## src/rtl/serial_ripple_subtractor_53bit.sv

```systemverilog
// Digit-serial unsigned subtractor: computes A - B one DIGIT-wide slice per
// cycle and carries the borrow between slices in a register. The result is
// {borrow_out, difference}, which is the same layout the ripple adder uses.

// One-bit full subtractor cell: d = a - b - bin, bout set when that underflows.
module serial_ripple_subtractor_53bit_fs (
    input  logic a,
    input  logic b,
    input  logic bin,
    output logic d,
    output logic bout
);
    assign d    = a ^ b ^ bin;
    assign bout = (~a & b) | (~(a ^ b) & bin);
endmodule

module serial_ripple_subtractor_53bit #(
    parameter int WIDTH = 53,
    parameter int DIGIT = 8
) (
    input  logic             i_clk,
    input  logic             i_rst_n,
    input  logic             i_valid,
    output logic             o_ready,
    input  logic [WIDTH-1:0] i_minuend,
    input  logic [WIDTH-1:0] i_subtrahend,
    output logic             o_valid,
    input  logic             i_ready,
    output logic [WIDTH:0]   o_result,
    output logic             o_busy
);
    localparam int NDIG = (WIDTH + DIGIT - 1) / DIGIT;
    localparam int CW   = (NDIG > 1) ? $clog2(NDIG) : 1;

    typedef enum logic [1:0] {
        S_IDLE = 2'd0,
        S_RUN  = 2'd1,
        S_DONE = 2'd2
    } state_t;

    state_t            state, state_nxt;
    logic [WIDTH-1:0]  a_q, b_q, res_q, res_nxt;
    logic              res_msb_q;
    logic              borrow_q;
    logic [CW-1:0]     cnt_q;
    logic              last_dig;
    logic              accept;

    // Operand slices, one per digit; bits past WIDTH-1 in the top slice are
    // tied to zero so the borrow out of that slice equals the borrow at bit
    // WIDTH-1 (a=b=0 cells just pass their borrow through).
    logic [DIGIT-1:0]  a_digs [NDIG];
    logic [DIGIT-1:0]  b_digs [NDIG];
    logic [DIGIT-1:0]  a_dig, b_dig, d_dig;
    logic [DIGIT:0]    bchain;

    genvar gk, gj, gi;
    generate
        for (gk = 0; gk < NDIG; gk++) begin : g_dig
            for (gj = 0; gj < DIGIT; gj++) begin : g_bit
                if (gk * DIGIT + gj < WIDTH) begin : g_live
                    assign a_digs[gk][gj] = a_q[gk*DIGIT+gj];
                    assign b_digs[gk][gj] = b_q[gk*DIGIT+gj];
                end else begin : g_pad
                    assign a_digs[gk][gj] = 1'b0;
                    assign b_digs[gk][gj] = 1'b0;
                end
            end
        end
    endgenerate

    // Select the slice addressed by the digit counter.
    always_comb begin
        a_dig = '0;
        b_dig = '0;
        for (int k = 0; k < NDIG; k++) begin
            if (cnt_q == CW'(k)) begin
                a_dig = a_digs[k];
                b_dig = b_digs[k];
            end
        end
    end

    // Borrow ripples through DIGIT cells within one cycle.
    assign bchain[0] = borrow_q;

    serial_ripple_subtractor_53bit_fs u_fs [DIGIT-1:0] (
        .a    (a_dig),
        .b    (b_dig),
        .bin  (bchain[DIGIT-1:0]),
        .d    (d_dig),
        .bout (bchain[DIGIT:1])
    );

    // Only the bits of the current digit are replaced; bits past WIDTH-1
    // have no storage and are never written.
    generate
        for (gi = 0; gi < WIDTH; gi++) begin : g_res
            assign res_nxt[gi] = (cnt_q == CW'(gi / DIGIT)) ? d_dig[gi % DIGIT] : res_q[gi];
        end
    endgenerate

    assign last_dig = (cnt_q == CW'(NDIG - 1));
    assign accept   = (state == S_IDLE) && i_valid;

    // State register.
    always_ff @(posedge i_clk or negedge i_rst_n) begin
        if (!i_rst_n) state <= S_IDLE;
        else          state <= state_nxt;
    end

    // Next-state logic and handshake outputs decoded from state.
    always_comb begin
        state_nxt = state;
        o_ready   = 1'b0;
        o_valid   = 1'b0;
        o_busy    = 1'b0;
        case (state)
            S_IDLE: begin
                o_ready = 1'b1;
                if (i_valid) state_nxt = S_RUN;
            end
            S_RUN: begin
                o_busy = 1'b1;
                if (last_dig) state_nxt = S_DONE;
            end
            S_DONE: begin
                o_busy  = 1'b1;
                o_valid = 1'b1;
                if (i_ready) state_nxt = S_IDLE;
            end
            default: state_nxt = S_IDLE;
        endcase
    end

    // Operand capture, per-digit result write and borrow/counter update.
    always_ff @(posedge i_clk or negedge i_rst_n) begin
        if (!i_rst_n) begin
            a_q       <= '0;
            b_q       <= '0;
            res_q     <= '0;
            res_msb_q <= 1'b0;
            borrow_q  <= 1'b0;
            cnt_q     <= '0;
        end else begin
            if (accept) begin
                a_q      <= i_minuend;
                b_q      <= i_subtrahend;
                borrow_q <= 1'b0;
                cnt_q    <= '0;
            end else if (state == S_RUN) begin
                res_q    <= res_nxt;
                borrow_q <= bchain[DIGIT];
                if (last_dig) begin
                    res_msb_q <= bchain[DIGIT];
                    cnt_q     <= '0;
                end else begin
                    cnt_q <= cnt_q + CW'(1);
                end
            end
        end
    end

    assign o_result = {res_msb_q, res_q};

endmodule

```

## config.mk

```make
export PLATFORM = sky130hd
export DESIGN_NAME = serial_ripple_subtractor_53bit
export DESIGN_NICKNAME = d
export VERILOG_FILES = /design/src/rtl/serial_ripple_subtractor_53bit.sv
export SDC_FILE = /design/constraint.sdc
export NUM_CORES = 1
export LEC_CHECK = 0
export CAP_MARGIN = 25
export CORE_MARGIN = 3
export CORE_UTILIZATION = 46
export DETAILED_ROUTE_END_ITERATION = 10
export PLACE_DENSITY = 0.83
export SLEW_MARGIN = 20
export SYNTH_ARGS = -nofsm -noshare
export SYNTH_HDL_FRONTEND = slang
export SYNTH_SLANG_ARGS = --single-unit
export TNS_END_PERCENT = 100
```

## constraint.sdc

```tcl
create_clock -name i_clk -period 5.3 [get_ports i_clk]
set_clock_uncertainty 0.1 [all_clocks]
set_input_delay 1.06 -clock i_clk [delete_from_list [all_inputs] [get_ports i_clk]]
set_output_delay 1.06 -clock i_clk [all_outputs]
set_load 0.05 [all_outputs]
```

* Word level (Yosys, flattened, before mapping) *
Index checks and enable logic that the tools add are counted.

word-level totals
  bits in registers = 166
  output and inout port bits = 57
  logic and storage cells = 121

cells by class
  add/sub/neg operators = 1
  equal/unequal tests = 11
  mux-type cells = 26
  bitwise operators = 57
  reduce and logical (&&, ||, !) cells = 13

operator list
  cell                   count
  $mux W8                14
  $reduce_and A3 Y1      8
  $not A1 Y1             17
  $and A1 B1 Y1          16
  $xor A1 B1 Y1          16
  $eq A3 B3 Y1 const B   3
  $mux W3                3
  $or A1 B1 Y1           8
  $eq A3 B2 Y1 const B   2
  $mux W2                3
  $ne A2 B2 Y1 const B   3
  $pmux W2 S3            1
  $mux W1                5
  $add A3 B1 Y3 const B  1
  $eq A3 B1 Y1 const B   1
  $logic_not A3 Y1       1
  $eq A2 B1 Y1 const B   1
  $eq A2 B2 Y1 const B   1
  $logic_not A2 Y1       1
  $reduce_bool A2 Y1     1
  $reduce_or A2 Y1       1
  $logic_and A1 B1 Y1    1

* Longest topological paths before layout *
  word-level depth = 28
  mapped depth = 22

* By module *
From an unflattened synthesis, not the netlist that was laid out.

unflattened totals
  cell total of the unflattened synthesis = 759
  area, all modules = 7,631.1 um^2

modules (own cells, without submodules)
  module                             times used  cells an instance  area each (um^2)  seq. area each (um^2)
  serial_ripple_subtractor_53bit     1           735                7,410.9           4,154.0
  serial_ripple_subtractor_53bit_fs  8           3                  27.5              0.0

* Worst setup path before layout *
No wires, ideal clock.

  path kind = register to register
  start point = register cnt_q[1]
  end point = register res_q[31]
  library setup time = 125 ps
  arrival = 4,914 ps
  data required time = 5,075 ps
  slack = 161 ps
  stages on the path, launching flop included = 21
  cells stage by stage = dfrtp_1 -> buf_6 -> buf_8 -> and2_4 -> ha_1 -> clkbuf_1 -> nor2_1 -> o221ai_1 -> a32oi_1 -> fa_1 -> inv_1 -> fa_1 -> fa_1 -> fa_1 -> fa_1 -> inv_1 -> fa_1 -> fa_1 -> inv_1 -> fa_1 -> mux2_2

on the way
  cells in the longest elaborated chain, start to end = 25
  elaborated cells on any way between the ends = 66

ends and longest elaborated chain
  item                    line  text
  from (decl)             45    logic [CW-1:0] cnt_q;
  from (signal assigned)  158   cnt_q <= cnt_q + CW'(1);
  $logic_not A3 Y1        77    if (cnt_q == CW'(k)) begin
  $mux W8 (7 in a row)    77
  $xor A1 B1 Y1           14    assign bout = (~a & b) | (~(a ^ b) & bin);
  $not A1 Y1              14
  $and A1 B1 Y1           14
  $or A1 B1 Y1            14
  $and A1 B1 Y1           14
  $or A1 B1 Y1            14
  [... 4 more ...]        -
  $and A1 B1 Y1           14
  $or A1 B1 Y1            14
  $and A1 B1 Y1           14
  $or A1 B1 Y1            14
  $and A1 B1 Y1           14
  $or A1 B1 Y1            14
  $xor A1 B1 Y1 (*)       13    assign d = a ^ b ^ bin;
  net u_fs[7].d           10    output logic d,
  to (signal assigned)    152   res_q <= res_nxt;
  to (decl)               42    logic [WIDTH-1:0] a_q, b_q, res_q, res_nxt;

The timed path passes the listed nets; every way through them passes the cells marked *.
A chain may end at the register's enable or synchronous reset.

* Worst setup path in the final report *
  start point = register cnt_q[1]
  end point = register res_q[47]

The elaborated chain is that of the path after synthesis.

==> flow_summary.ini <==
[run_status]
status = complete, no violations

[logic_synthesis]
synth_xor_area_share_pct = 0
synthCells = 780
synthAdderAreaFrac_pct = 2.72
syn_area_mm2 = 0.00773
muxShareOfSynthArea_pct = 10.3
syn_avg_cell_area_um2 = 9.91
synth_edf_count = 0
synth_compound_area_share_pct = 8.06
synth-seq-cells = 166
ys_warn_count = 0
synth_top_family_by_area = simple AND/OR/NAND/NOR gates
synth_fp_nets = 902
synth.distinct_cells = 52
ys_seq_area_share_pct = 53.7
synthSimpleGateAreaFrac_pct = 20.7
synth_top_flop_cell = dfrtp_1
synth_async_sr_flop_share_pct = 100

[die]
die_w_um = 136
start_util_pct = 47.8
die_area_mm2 = 0.0184
die_h_um = 136
core_mm2 = 0.0162
rows = 46
ios = 167

[critical_path]
rrSetupSlack_ps = 230
crit_required_ps = 5510
crit_end = res_q[47]
r2r_end = res_q[47]
crit_path_start = cnt_q[1]
r2r-start = cnt_q[1]
critical_path_class = reg -> reg
r2r_cells = 17
critPathLaunchType = flip-flop
cp.arrival_ps = 5280
cp-end-kind = flip-flop
crit_path_max_fanout = 22

[cts]
hold_buffers = 0
cts_setup_buffers = 0
cts-root-buf = clkbuf_16
clock-sinks = 166
htree_levels = 4
path_clk_slew_ps = 60
cts_made_buffers = 17
clk_latency_ps = 430
cts_resized = 0
clk_path_buf_depth = 2
cts_tree = built

[route]
detail-route-antenna-nets = 0
via_per_inst = 5.26
drtIter0Drc = 446
routed_wl_um = 19900
first_pass_iters = 5
drc = 0
dr_total_vias = 6091
drt-wirelength-per-cell_um = 17.2

[place]
place.gp.congestion = 0.876
dpl_worst_slack_ps = 283
port_buffers = 166
hpwl_um = 14300
placed_cell_area_mm2 = 0.00953

[cells_and_area]
drive_gt1_share_pct = 12.6
final_design_area_no_fill_mm2 = 0.0101
fin_util_pct = 62.6
diodes = 0
fillers = 1274
layout.nets = 1052
areaGrowthSynthToFinish_pct = 31.0
final_cell_mix = nand2_1 (328), dfrtp_1 (165), clkdlybuf4s50_1 (165)
final_common_cell = nand2_1

[timing]
grt_setup_unrepaired = false
slew_headroom_pct = 49.7
finalWorstSetupSlack_ps = 231
final.period_utilization_pct = 95.6
max_freq_mhz = 197
report.final.slew_viol_count = 0
min_period_ps = 5070
hold_viol_final = 0
worst_pin_slew_ps = 754
setup_viol = 0
setup_tns_ps = 0

[pwr]
power.leakage_nw = 4.89
ir_drop_mv = 0.614
fin_total_pwr_w = 0.00763
power.density_mw_per_mm2 = 753

[flow_run]
maxCapViolations = 0

[grt]
track_usage_pct = 22.3
antenna_found_initial = 0
first_global_vias = 5989
overflow = 0
grt_max_degree = 86
grt_pass1_wl_um = 31500

[hold_path]
hold_path.class = reg -> reg
[cell families after synthesis]
group,after synthesis
and+or+nand+nor,379
muxes,73
adders and majority gates,12
buffers and inverters,71
DFF,166
AOI/OAI and AO/OA,79
[stage by stage]
stage	cells	hold WS (ps)
after floorplan	780	338
after global placement	1127	351
after detailed placement	1127	357
after CTS	1159	372
after global routing	1159	388
final	1159	369
[cell type report]
cell class	instances	area, um^2	area share [%]
clock buffer	17	425	4.20
clock inverter	15	178	1.75
timing repair buffer	180	1780	17.6
inverter	22	82.6	0.815
tap	216	270	2.67
multi-input combinational	543	3240	32.0
sequential	166	4160	41.0
[critical path, stage by stage (launching register included)]
cell and delay [ps]:
dfrtp_2 550, and2_4 200, ha_1 190, buf_4 260
nand2_1 80, a32oi_1 290, fa_1 220, inv_1 50
fa_1 450, fa_1 460, fa_1 420, fa_1 380
inv_1 80, fa_1 170, fa_1 160, inv_1 50
fa_1 520, mux2_2 300
[how the worst min path moves through the flow]
stage	start	endpoint	slack, ps	depth (start not counted)
2_1_floorplan	a_q[37]	a_q[37]	340	2
3_3_place_gp	b_q[38]	b_q[38]	350	2
3_5_place_dp	b_q[38]	b_q[38]	360	2
4_1_cts	b_q[38]	b_q[38]	370	2
5_1_grt	b_q[38]	b_q[38]	390	2
6_report	a_q[5]	a_q[5]	370	2
[metal layers]
metal / routed length, um / vias up / global-route usage (%) / share of wire, %
met5: 0 / - / 0 / 0
met4: 429 / 0 / 8.06 / 2.2
met3: 1320 / 36 / 4.42 / 6.6
met2: 9620 / 236 / 35.6 / 48
met1: 8530 / 2949 / 30.4 / 43
li1: - / 2870 / - / -
[power breakdown]
part | internal, W | switching (W)
clock | 0.000743 | 0.000517
combinational | 0.00158 | 0.00254
sequential | 0.00185 | 0.000391
[cells in the mapped netlist (3+ instances only)]
master       n  share of area, %
buf_6        3              0.44
ha_1         4              0.65
buf_1        4              0.19
o21ai_0      9              0.58
a221o_1      3              0.39
a22oi_1      3              0.29
o32ai_1      3              0.34
buf_4        5              0.49
buf_2       24               1.6
nand3_2      3              0.39
a221oi_1     9               1.0
and3b_1      4              0.45
o21ba_2      4              0.52
a21oi_1     11              0.71
o22ai_1      9              0.73
o2bb2ai_1    3              0.34
dfrtp_1    166                54
inv_1       22               1.1
mux2i_1     20               2.6
nor2_1       7              0.34
fa_1         8               2.1
clkbuf_1    12              0.58
o32a_1       6              0.78
a32o_1       4              0.52
mux2_2      53               7.7
o221ai_1     4              0.45
nor2b_1     20               1.6
nand2_1    329                16
[sequential cells by signal, indices dropped and copies added (netlist names)]
register and flops:
a_q 53, b_q 53, borrow_q 1, cnt_q 3
res_msb_q 1, res_q 53, state 2
(Power assumes the default switching activity.)
